<file path="config.mk">
export PLATFORM = sky130hd
export DESIGN_NAME = blink_sched
export DESIGN_NICKNAME = d
export VERILOG_FILES = /design/src/rtl/blink_sched.sv
export SDC_FILE = /design/constraint.sdc
export NUM_CORES = 1
export LEC_CHECK = 0
export ABC_AREA = 1
export CAP_MARGIN = 20
export CELL_PAD_IN_SITES_DETAIL_PLACEMENT = 1
export CELL_PAD_IN_SITES_GLOBAL_PLACEMENT = 2
export CORE_AREA = 2 2 558 560
export DETAILED_ROUTE_END_ITERATION = 8
export DIE_AREA = 0 0 560 562
export GPL_TIMING_DRIVEN = 1
export PLACE_DENSITY_LB_ADDON = 0.1
export SLEW_MARGIN = 20
export SYNTH_ARGS = -nofsm -noshare
export SYNTH_HDL_FRONTEND = slang
export SYNTH_SLANG_ARGS = --single-unit
</file>
<file path="constraint.sdc">
create_clock -name clk -period 2.1 [get_ports clk]
set_input_delay 0.21 -clock clk [delete_from_list [all_inputs] [get_ports clk]]
set_output_delay 0.21 -clock clk [all_outputs]
set_load 0.05 [all_outputs]
</file>
<file path="src/rtl/blink_sched.sv">
// blink_sched: shares one registered Blink-64 core between two requesters.
// Owns the round-key register and the core input registers, follows each
// issued op through a LAT+1 stage tag pipeline, and hands results back in
// issue order through a small response FIFO. Issue is credit-guarded, so a
// result always has a FIFO slot waiting for it.
//
// Handshakes (all valid/ready, transfer on the rising edge where both are 1):
//   rqN_valid/rqN_ready : an op moves when rqN_valid && rqN_ready. Ready is
//                         combinational and may depend on valid. At most one
//                         requester sees ready in a cycle.
//   rsp_valid/rsp_ready : the head entry leaves on rsp_valid && rsp_ready.
//                         rsp_valid never depends on rsp_ready.
//   key_wr/key_wr_ready : key_in is captured on key_wr && key_wr_ready.
//                         Holding key_wr blocks new grants, so the pipeline
//                         and FIFO drain and key_wr_ready eventually rises.
module blink_sched #(
  parameter int N      = 64,   // block width
  parameter int TW     = 64,   // tweak width
  parameter int KW     = 448,  // round-key width
  parameter int LAT    = 2,    // core latency in cycles, >= 1
  parameter int FDEPTH = 4     // response FIFO depth, power of 2, >= 2
) (
  input  logic          clk,
  input  logic          rst,
  input  logic          key_wr,
  input  logic [KW-1:0] key_in,
  output logic          key_wr_ready,
  input  logic          rq0_valid,
  output logic          rq0_ready,
  input  logic          rq0_enc,
  input  logic [N-1:0]  rq0_pt,
  input  logic [TW-1:0] rq0_tw,
  input  logic          rq1_valid,
  output logic          rq1_ready,
  input  logic          rq1_enc,
  input  logic [N-1:0]  rq1_pt,
  input  logic [TW-1:0] rq1_tw,
  output logic          core_enc,
  output logic [KW-1:0] core_K0,
  output logic [N-1:0]  core_P,
  output logic [TW-1:0] core_T,
  input  logic [N-1:0]  core_C,
  output logic          rsp_valid,
  input  logic          rsp_ready,
  output logic [N-1:0]  rsp_data,
  output logic          rsp_id,
  output logic          busy
);

  localparam int PW = $clog2(FDEPTH);              // FIFO pointer width
  localparam int CW = PW + 1;                      // FIFO occupancy width
  localparam int IW = $clog2(LAT + 2);             // in-flight count width
  localparam int SW = ((IW > CW) ? IW : CW) + 1;   // credit sum width
  localparam logic [CW-1:0] DEPTH_C = CW'(FDEPTH);
  localparam logic [SW-1:0] DEPTH_S = SW'(FDEPTH);

  // Key state
  logic          key_valid;
  logic          key_accept;

  // Arbitration
  logic          rr;          // requester that wins when both are valid
  logic          credit;
  logic          eligible;
  logic          grant;
  logic          grant_id;

  // Tag pipeline: stage i holds the op issued i+1 edges ago
  logic [LAT:0]  tag_v;
  logic [LAT:0]  tag_id;
  logic [IW-1:0] inflight;

  // Response FIFO
  logic [N-1:0]  fifo_data [FDEPTH];
  logic          fifo_id   [FDEPTH];
  logic [PW-1:0] wr_ptr;
  logic [PW-1:0] rd_ptr;
  logic [CW-1:0] fifo_count;
  logic          fifo_empty;
  logic          push;
  logic          pop;

  // Count the live tags; every one of them owns a future FIFO slot.
  always_comb begin
    inflight = '0;
    for (int i = 0; i <= LAT; i++) begin
      inflight = inflight + IW'(tag_v[i]);
    end
  end

  // An op may only issue while ops in the core plus queued results leave a slot free.
  assign credit = (SW'(inflight) + SW'(fifo_count)) < DEPTH_S;

  // Round-robin grant: a lone valid requester may win every cycle.
  always_comb begin
    eligible  = key_valid && !key_wr && credit;
    rq0_ready = 1'b0;
    rq1_ready = 1'b0;
    if (eligible) begin
      rq0_ready = rq0_valid && (!rq1_valid || (rr == 1'b0));
      rq1_ready = rq1_valid && (!rq0_valid || (rr == 1'b1));
    end
    grant    = rq0_ready || rq1_ready;
    grant_id = rq1_ready;
  end

  // Status: a key may only be replaced once nothing depends on the old one.
  assign fifo_empty   = (fifo_count == '0);
  assign busy         = (|tag_v) || !fifo_empty;
  assign key_wr_ready = !busy && rst;
  assign key_accept   = key_wr && key_wr_ready;

  // Key register; a write lands only when the scheduler is idle.
  always_ff @(posedge clk or negedge rst) begin
    if (!rst) begin
      key_valid <= 1'b0;
      core_K0   <= '0;
    end else if (key_accept) begin
      key_valid <= 1'b1;
      core_K0   <= key_in;
    end
  end

  // Core input registers and round-robin pointer, loaded on each grant.
  always_ff @(posedge clk or negedge rst) begin
    if (!rst) begin
      core_enc <= 1'b0;
      core_P   <= '0;
      core_T   <= '0;
      rr       <= 1'b0;
    end else if (grant) begin
      core_enc <= grant_id ? rq1_enc : rq0_enc;
      core_P   <= grant_id ? rq1_pt  : rq0_pt;
      core_T   <= grant_id ? rq1_tw  : rq0_tw;
      rr       <= ~grant_id;
    end
  end

  // Tag pipeline: a tag reaches stage LAT in the cycle core_C holds its result.
  always_ff @(posedge clk or negedge rst) begin
    if (!rst) begin
      tag_v  <= '0;
      tag_id <= '0;
    end else begin
      tag_v  <= {tag_v[LAT-1:0], grant};
      tag_id <= {tag_id[LAT-1:0], grant_id};
    end
  end

  assign push = tag_v[LAT];
  assign pop  = rsp_valid && rsp_ready;

  // FIFO storage, cleared on reset so the response outputs read as zero.
  always_ff @(posedge clk or negedge rst) begin
    if (!rst) begin
      for (int i = 0; i < FDEPTH; i++) begin
        fifo_data[i] <= '0;
        fifo_id[i]   <= 1'b0;
      end
    end else if (push) begin
      fifo_data[wr_ptr] <= core_C;
      fifo_id[wr_ptr]   <= tag_id[LAT];
    end
  end

  // FIFO pointers wrap naturally; occupancy is unchanged on simultaneous push/pop.
  always_ff @(posedge clk or negedge rst) begin
    if (!rst) begin
      wr_ptr     <= '0;
      rd_ptr     <= '0;
      fifo_count <= '0;
    end else begin
      if (push) begin
        wr_ptr <= wr_ptr + 1'b1;
      end
      if (pop) begin
        rd_ptr <= rd_ptr + 1'b1;
      end
      case ({push, pop})
        2'b10:   fifo_count <= fifo_count + 1'b1;
        2'b01:   fifo_count <= fifo_count - 1'b1;
        default: fifo_count <= fifo_count;
      endcase
    end
  end

  assign rsp_valid = !fifo_empty;
  assign rsp_data  = fifo_data[rd_ptr];
  assign rsp_id    = fifo_id[rd_ptr];

  // Credit guarantees a free slot for every push that is not matched by a pop.
  a_no_overflow: assert property (@(posedge clk) disable iff (!rst)
    (push && !pop) |-> (fifo_count != DEPTH_C));

  // The arbiter never grants both requesters at once.
  a_one_grant: assert property (@(posedge clk) disable iff (!rst)
    !(rq0_ready && rq1_ready));

endmodule
</file>
# Yosys cells after proc, flatten, opt, wreduce, memory -nomap -nowiden
# Cells that the tools add are included.
# W data, S select, Z words.
dict set report totals {
  input_bits 776
  elab_cells 74
  ff_bits 852
  out_inout_bits 647
}
dict set report op_classes {
  n_reduce_logical 20
  eq_ne 2
  bitwise 4
  add_sub_neg 7
  magnitude_cmp 4
  mux 18
}
# cell count
set ops {}
lappend ops {{$mux W64} 5}
lappend ops {{$bwmux W256} 1}
lappend ops {{$bmux W64 S2} 1}
lappend ops {{$demux W64 S2} 1}
lappend ops {{$logic_and A1 B1 Y1} 8}
lappend ops {{$ge A3 B3 Y1 const B} 2}
lappend ops {{$mux W1} 6}
lappend ops {{$not A2 Y3} 2}
lappend ops {{$pmux W3 S2} 1}
lappend ops {{$logic_not A1 Y1} 5}
lappend ops {{$add A2 B1 Y2 const B} 2}
lappend ops {{$add A2 B3 Y4} 1}
lappend ops {{$bwmux W4} 1}
lappend ops {{$logic_or A1 B1 Y1} 4}
lappend ops {{$lt A4 B3 Y1 const B} 1}
lappend ops {{$add A3 B1 Y3 const B} 1}
lappend ops {{$logic_not A3 Y1} 1}
lappend ops {{$lt A3 B1 Y1 const B} 1}
lappend ops {{$reduce_or A3 Y1} 1}
lappend ops {{$sub A3 B1 Y3 const B} 1}
lappend ops {{$add A1 B1 Y2} 1}
lappend ops {{$add A2 B1 Y2} 1}
lappend ops {{$bmux W1 S2} 1}
lappend ops {{$demux W1 S2} 1}
lappend ops {{4 further kinds} 5}

# Depth between registers and ports, before layout
# Gate-level depths: netlist (run 1).
dict set report depth {
  depth_word 7
  mapped_depth 11
  mapped_depth_nobuf 10
}

# Worst setup path before layout (run 1)
# Ideal clock, no wire load.
dict set report synth_timing {
  kind {register -> output}
  from {reg fifo_count[0]}
  to {out key_wr_ready}
  stages_incl_launch_ff 8
  slack_ns -0.413
  arrival_time_ns 2.303
  n_path_buf 2
  path_cell_list {dfrtp_1 > inv_1 > nand3_2 > nor3_1 > buf_2 > buf_2 > inv_1 > nor2_1}
}
dict set report synth_via {
  elab_chain_cells 5
}
# item line
set synth_rtl {}
lappend synth_rtl {{start: declaration} 78} ;# logic [CW-1:0] fifo_count;
lappend synth_rtl {{start signal: assignment} 180} ;# 2'b10: fifo_count <= fifo_count + 1'b1;
lappend synth_rtl {{start signal: assignment} 181} ;# 2'b01: fifo_count <= fifo_count - 1'b1;
lappend synth_rtl {{start signal: assignment} 182} ;# default: fifo_count <= fifo_count;
lappend synth_rtl {{$logic_not A3 Y1} 108} ;# assign fifo_empty = (fifo_count == '0);
lappend synth_rtl {{$logic_not A1 Y1} -}
lappend synth_rtl {{via rsp_valid} 43} ;# output logic rsp_valid,
lappend synth_rtl {{$logic_or A1 B1 Y1} 109} ;# assign busy = (|tag_v) || !fifo_empty;
lappend synth_rtl {{via busy} 47} ;# output logic busy
lappend synth_rtl {{$logic_not A1 Y1} 110} ;# assign key_wr_ready = !busy && rst;
lappend synth_rtl {{$logic_and A1 B1 Y1} 110}
lappend synth_rtl {{end: declaration} 27} ;# output logic key_wr_ready,
# The timed path passes the listed nets, and every way through them passes these cells.

# Worst setup path after layout (run 1)
dict set report layout_timing {
  from {reg tag_v[0]}
  to {out rq0_ready}
}
dict set report layout_via {
  elab_chain_cells 6
}
# item line
set layout_rtl {}
lappend layout_rtl {{start: declaration} 69} ;# logic [LAT:0] tag_v;
lappend layout_rtl {{start signal: assignment} 145} ;# tag_v <= {tag_v[LAT-1:0], grant};
lappend layout_rtl {{$add A1 B1 Y2} 87} ;# inflight = inflight + IW'(tag_v[i]);
lappend layout_rtl {{$add A2 B1 Y2} 87}
lappend layout_rtl {{$add A2 B3 Y4} 92} ;# assign credit = (SW'(inflight) + SW'(fifo_count)) < DEPTH_S;
lappend layout_rtl {{$lt A4 B3 Y1} 92}
lappend layout_rtl {{$logic_and A1 B1 Y1} 96} ;# eligible = key_valid && !key_wr && credit;
lappend layout_rtl {{$mux W1} 99} ;# if (eligible) begin
lappend layout_rtl {{end: declaration} 29} ;# output logic rq0_ready,
# No other way between the ends.

==> results of run 1 <==
==> how the worst min path moves through the flow <==
stage	from	to	slack [ns]	cells after the start
2_1_floorplan	rst	core_K0[0]$_DFFE_PN0P_	-0.09	0
3_3_place_gp	rst	fifo_data[184]$_DFFE_PN0P_	0.1	1
3_5_place_dp	rst	fifo_data[184]$_DFFE_PN0P_	0.11	1
4_1_cts	key_in[187]	core_K0[187]$_DFFE_PN0P_	0.00001	3
5_1_grt	key_in[422]	core_K0[422]$_DFFE_PN0P_	0.05	3
6_report	core_C[3]	fifo_data[3]$_DFFE_PN0P_	0.07	3
==> tightest hold or removal path: stages <==
cell             delay (ns)
clkdlybuf4s50_1        0.42
inv_1                  0.11
o21ai_0                0.09
==> sequential cells by signal (all words and copies together), names as in the netlist <==
register / flops
core_K0: 448
core_P: 64
core_T: 64
core_enc: 1
fifo_count: 3
fifo_data: 256
fifo_id: 4
key_valid: 1
rd_ptr: 2
rr: 1
tag_id: 3
tag_v: 3
wr_ptr: 2
==> cells by family (layout without fill, tap and decap cells) <==
group           Yosys count  in the layout  share of synthesized area
fa+ha+maj                 9              9                    0.00341
simple gates           2407           2407                      0.284
buf+inv                 729           2840                     0.0784
xor+xnor                  4              4                   0.000935
compound gates          462            462                     0.0640
other cells               0             49                          0
flops                   852            852                      0.569
==> routing by layer <==
metal	vias up	routed length (um)	GRT usage
met4	100	10400	0.0469
met2	1340	156000	0.334
met3	521	21200	0.0548
met5	-	648	0
li1	18871	-	-
met1	20830	122000	0.219
==> layout by cell type, fill, tap and decap left out, types with 4 or more instances in the layout <==
cell / count
ha_1: 6
clkdlybuf4s15_2: 7
nand3_4: 4
buf_4: 382
clkbuf_8: 26
bufinv_16: 4
o22ai_1: 8
buf_6: 25
o21ai_0: 284
clkdlybuf4s15_1: 15
o21ai_4: 13
nor2_4: 43
dlygate4sd3_1: 442
nor2_2: 47
nand3_1: 366
clkbuf_16: 167
clkbuf_1: 44
buf_16: 54
nand4_1: 448
dlygate4sd2_1: 175
nor2_1: 48
clkinv_2: 10
o21ai_2: 62
dfrtp_1: 850
clkdlybuf4s50_1: 937
buf_12: 180
o21ai_1: 34
inv_1: 341
nand2_1: 1422
nand2_4: 6
buf_8: 17
diode_2: 49
o22ai_4: 21
nand3_2: 22
o22ai_2: 36
==> through the flow <==
stage / TNS, ns / std cells / util / setup WS [ns]
after floorplan: -0.0516 / 4463 / - / -0.0516
after global placement: -30.71 / 9892 / 0.191 / -0.276
after detailed placement: -34.43 / 9892 / 0.191 / -0.303
after CTS: -155.55 / 10644 / 0.228 / -0.719
after global routing: -158.69 / 10714 / 0.233 / -0.808
final: -82.72 / 10743 / 0.233 / -0.689
==> timing repair <==
action,4_1_cts,5_1_grt
hold buffers,447,0
pin swaps,86,60
resized for setup,665,112
buffers inserted,50,27
endpoints found under the hold margin,1239,0
gates cloned,30,31
endpoints found under the setup margin,690,813
==> power by group <==
| group | switching [mW] | internal, mW | total (mW) |
|---|---|---|---|
| logic | 46.0 | 25.2 | 71.2 |
| clock network | 9.42 | 13.6 | 23.0 |
| registers | 5.01 | 23.9 | 28.9 |
| total | 60.4 | 62.7 | 123 |
==> layout make-up <==
type / instances / share of cell area
Clock inverter: 21 / 0.00376
Timing Repair Buffer: 2262 / 0.345
Clock buffer: 209 / 0.0557
Inverter: 347 / 0.0186
Antenna cell: 49 / 0.00171
Sequential cell: 852 / 0.297
Multi-Input combinational cell: 2882 / 0.206
Timing Repair inverter: 1 / 0.000279
Tap cell: 4120 / 0.0718
==> results.yml, run 1 <==
status:
  status: "complete, but fails checks"
  failed_checks: "setup timing"
synth:
  synthCells: 4463
  synth_most_common_cell: "nand2_1"
  syn_area_um2: 37500
  synth.area.top_cells: "dfrtp_1 57%, nand2_1 14%, nand4_1 7.5%, o21ai_0 5.2%, nand3_1 5.2%"
  ys.flop_type: "dfrtp_1"
  synthesis.nets: 5248
  synth_top_area_share: 0.569
  yosys_warnings: 0
  ys_ff_latch: 852
  synth_edf_count: 0
  synth_cell_types: 21
  synth.largest_area_cell: "dfrtp_1"
  avgSynthCellArea_um2: 8.40
  yosysSeqAreaShare: 0.569
  ys_top_cells_by_count: "1,428 x nand2_1, 852 x dfrtp_1, 448 x nand4_1"
  async_flop_share: 1.00
floorplan:
  start_util: 0.122
  die_w_um: 560
  dieArea_um2: 315000
  fp-row-count: 204
  die_height_um: 562
  coreArea_um2: 308000
  io_pins: 1423
detailed_routing:
  ant_nets: 0
  wl_per_cell_um: 28.9
  first_pass_iters: 5
  post_drt_via_cell_ratio: 3.88
  route.detailed.drc: 0
  drt_iter0_markers: 2092
  vias: 41662
  drt-total-wl_um: 310000
setup_path:
  rr_endpoint: "core_T[11]$_DFFE_PN0P_"
  r2r-start: "tag_v[0]$_DFF_PN0_"
  cp_top_family: "adder cells"
  critPathMaxStageDelay_ns: 0.41
  crit_path_start_kind: "flip-flop"
  critPathBufInv: 4
  crit_type: "flip-flop to primary output"
  crit_slowest_cell: "dfrtp_1"
  startpoint: "tag_v[0]$_DFF_PN0_"
  crit_path_cell_trace: "fa_2, ha_4, nor2_4, buf_6, nand2_4, nor2_4, nand2_4, buf_12, clkinv_8, buf_12"
  crit_fanout: 7
  crit_path_end_kind: "primary output"
  arrival_ns: 2.58
  crit_end: "rq0_ready"
  r2r_slack_ns: -0.35
  path_depth: 10
  cp.required_ns: 1.89
  reg2reg_depth: 14
cts:
  clockRootBuffer: "clkbuf_16"
  clock_latency_ns: 0.84
  clk_pin_slew_worst_paths_ns: 0.06
  clock_sinks: 852
  htreeDepth: 4
  clock_path_buffers: 4
  cts_made_buffers: 136
  tritoncts: "done"
global_route:
  track_usage: 0.188
  grt_max_degree: 99
  grt_antenna_before_repair: 226
  overflow: 0
  grt_pass1_wl_um: 409000
  grt_pass1_vias: 44163
layout:
  seq_area_um2: 21300
  areaGrowthSynthToFinish_pct: 91.5
  fillers: 35563
  design_area_um2: 71800
  drive_gt1_frac: 0.174
  nets: 7267
  multi_input_area_um2: 14800
timing:
  period_needed_ns: 2.79
  rsz0062_at_grt: "yes"
  slew_headroom: 0.376
  period_share: 1.33
  fin_ws_ns: -0.689
  fin_skew_ns: 0.0765
  max_freq_mhz: 359
  tightest_slew_ns: 0.933
  slew_viol_final: 0
  setup_violations: 502
  whs_ns: 0.0723
  finalHoldViolCount: 0
job:
  maxCapViolCount: 0
power_and_ir_drop:
  totalPowerFinal_mw: 123
  power_density_nw_per_um2: 1710
  peakVddDrop_uv: 606
  leakagePower_nw: 33.7
place:
  hpwl_um: 235000
  io_buffers: 1422
  gp_congestion: 0.805
  dpl_cell_area_um2: 59000
worst_hold_path:
  hold_path.class: "input pin to flip-flop"
Power figures use the tool's default switching activity.
==> inputs of run 2 (changes only) <==
Settings changed: SLEW_MARGIN 20 to 40, TNS_END_PERCENT set to 20.
==> run 2 against run 1 <==
  * Sequential cell count unchanged
  * Via count decreased by 1.1%
  * Total power increased by 1.8%
  * Register-to-register slack got worse by 0.09 ns
  * Hold slack improved by 0.012 ns
  * The run still ends with setup timing left
  * Sequential power increased by 1%
  * Largest power group unchanged
  * Cell count increased by 0.43%
  * Clock skew decreased by 0.0024 ns
  * Clock power increased by 2%
==> results.yml, run 2 (synthesis results as in run 1) <==
detailed_routing:
  first_pass_iters: 5
  ant_nets: 0
  drt-total-wl_um: 292000
  post_drt_via_cell_ratio: 3.82
  drt_iter0_markers: 1941
  route.detailed.drc: 0
  wl_per_cell_um: 27.0
  vias: 41187
global_route:
  grt_pass1_wl_um: 393000
  grt_pass1_vias: 44622
  grt_max_degree: 107
  grt_antenna_before_repair: 161
  track_usage: 0.178
  overflow: 0
place:
  dp_cells: 9901
  place_ws_ns: -0.258
  io_buffers: 1422
  dpl_cell_area_um2: 58900
  gp_congestion: 0.821
  hpwl_um: 217000
setup_path:
  crit_fanout: 2
  r2r_slack_ns: -0.44
  reg2reg_depth: 16
  crit_path_start_kind: "flip-flop"
  rr_endpoint: "core_T[47]$_DFFE_PN0P_"
  arrival_ns: 2.50
  crit_type: "flip-flop to primary output"
  r2r-start: "tag_v[0]$_DFF_PN0_"
  crit_path_end_kind: "primary output"
  cp.required_ns: 1.89
layout:
  reg.largest.list: "core_K0: 448 flops, fifo_data: 256 flops"
  layout_commonest_cell: "nand2_1"
  fin_util: 0.238
  design_area_um2: 73200
  layoutNonFillerInstCount: 10789
  areaGrowthSynthToFinish_pct: 95.4
  nets: 7312
  top_register: "core_K0"
  layout_common_cells: "1,412 x nand2_1, 1,025 x clkdlybuf4s50_1, 848 x dfrtp_1"
  drive_gt1_frac: 0.188
  largest_reg_flops: 448
timing:
  fin_ws_ns: -0.615
  rsz0062_at_grt: "yes"
  fin_setup_tns_ns: -177.83
  period_needed_ns: 2.71
  tightest_slew_ns: 0.709
  slew_headroom: 0.529
  max_freq_mhz: 368
  slew_viol_final: 0
  period_share: 1.29
  finalHoldViolCount: 0
  fin_skew_ns: 0.0741
  setup_violations: 895
  whs_ns: 0.0846
floorplan:
  start_util: 0.122
  die_w_um: 560
  fp-row-count: 204
  coreArea_um2: 308000
  io_pins: 1423
  dieArea_um2: 315000
  die_height_um: 562
cts:
  htreeDepth: 4
  clockRootBuffer: "clkbuf_16"
  cts_made_buffers: 139
  clock_latency_ns: 0.83
  clock_path_buffers: 4
  clock_sinks: 852
  clk_pin_slew_worst_paths_ns: 0.05
  tritoncts: "done"
power_and_ir_drop:
  power_density_nw_per_um2: 1710
  totalPowerFinal_mw: 125
  leakagePower_nw: 33.7
  peakVddDrop_uv: 600
status:
  status: "complete, but fails checks"
  failed_checks: "setup timing"
worst_hold_path:
  min_to: "core_K0[211]$_DFFE_PN0P_"
  hp-start: "key_in[211]"
  whs_path_depth: 3
  hold_path.class: "input pin to flip-flop"
job:
  maxCapViolCount: 0
==> run 2: changes by cell type in the layout (fill, tap and decap cells not counted), sizes merged, moves of 5 or more <==
cell and change:
clkdlybuf4s50 +88, dlygate4sd2 -77, dlygate4sd3 +40, buf -21, clkdlybuf4s15 +13, diode -5
==> run 2: cell type report <==
| cell class | count | area [um^2] |
|---|---|---|
| fillers | 35376 | 235000 |
| repair buffers | 2301 | 24900 |
| flip-flops and latches | 852 | 21300 |
| multi-input cells | 2882 | 15800 |
| well taps | 4120 | 5150 |
| clock buffers | 220 | 4180 |
| inverters | 347 | 1370 |
| clock inverters | 19 | 238 |
| diodes | 44 | 110 |
| repair inverters | 4 | 106 |
==> run 2: layer usage <==
metal	vias to the layer above	part of all wire	global-route usage
met3	405	0.065	0.0497
met1	20547	0.40	0.207
li1	18964	-	-
met5	-	0.0014	0
met4	66	0.024	0.0421
met2	1205	0.51	0.319
==> run 2: how the worst max path moves through the flow <==
stage,cells past startpoint,startpoint,slack (ns),to
after floorplan,6,rd_ptr[0]$_DFFE_PN0N_,-0.08,rsp_data[13]
after global placement,11,tag_v[0]$_DFF_PN0_,-0.25,core_K0[69]$_DFFE_PN0P_
after detailed placement,11,tag_v[0]$_DFF_PN0_,-0.26,core_K0[237]$_DFFE_PN0P_
after CTS,10,fifo_count[0]$_DFFE_PN0P_,-0.74,rq1_ready
after global routing,8,tag_v[0]$_DFF_PN0_,-0.74,rq1_ready
final,8,tag_v[0]$_DFF_PN0_,-0.61,rq1_ready
==> run 2: power breakdown <==
group          switching, mW  internal [mW]  leakage [nW]
Clock                   9.39           14.0          2.15
Combinational           46.3           26.2          20.9
Sequential              5.44           23.9          10.6
Total                   61.2           64.1          33.7
==> run 2: repair_timing <==
action                                   CTS  global route
setup buffers                             64            31
gates resized for setup                  548           472
pin swaps                                 62           127
cloned                                    34            23
hold endpoints to repair                1312             2
hold buffers                             487             1
endpoints found under the setup margin  1030           898
==> run 2: worst max-delay path, cell delays in order (launching register included) <==
cell and delay (ns):
dfrtp_1 0.41, fa_2 0.41, ha_4 0.28, nand3_4 0.07, buf_6 0.14, nand3_4 0.08, buf_12 0.11, clkinvlp_4 0.09
buf_12 0.15
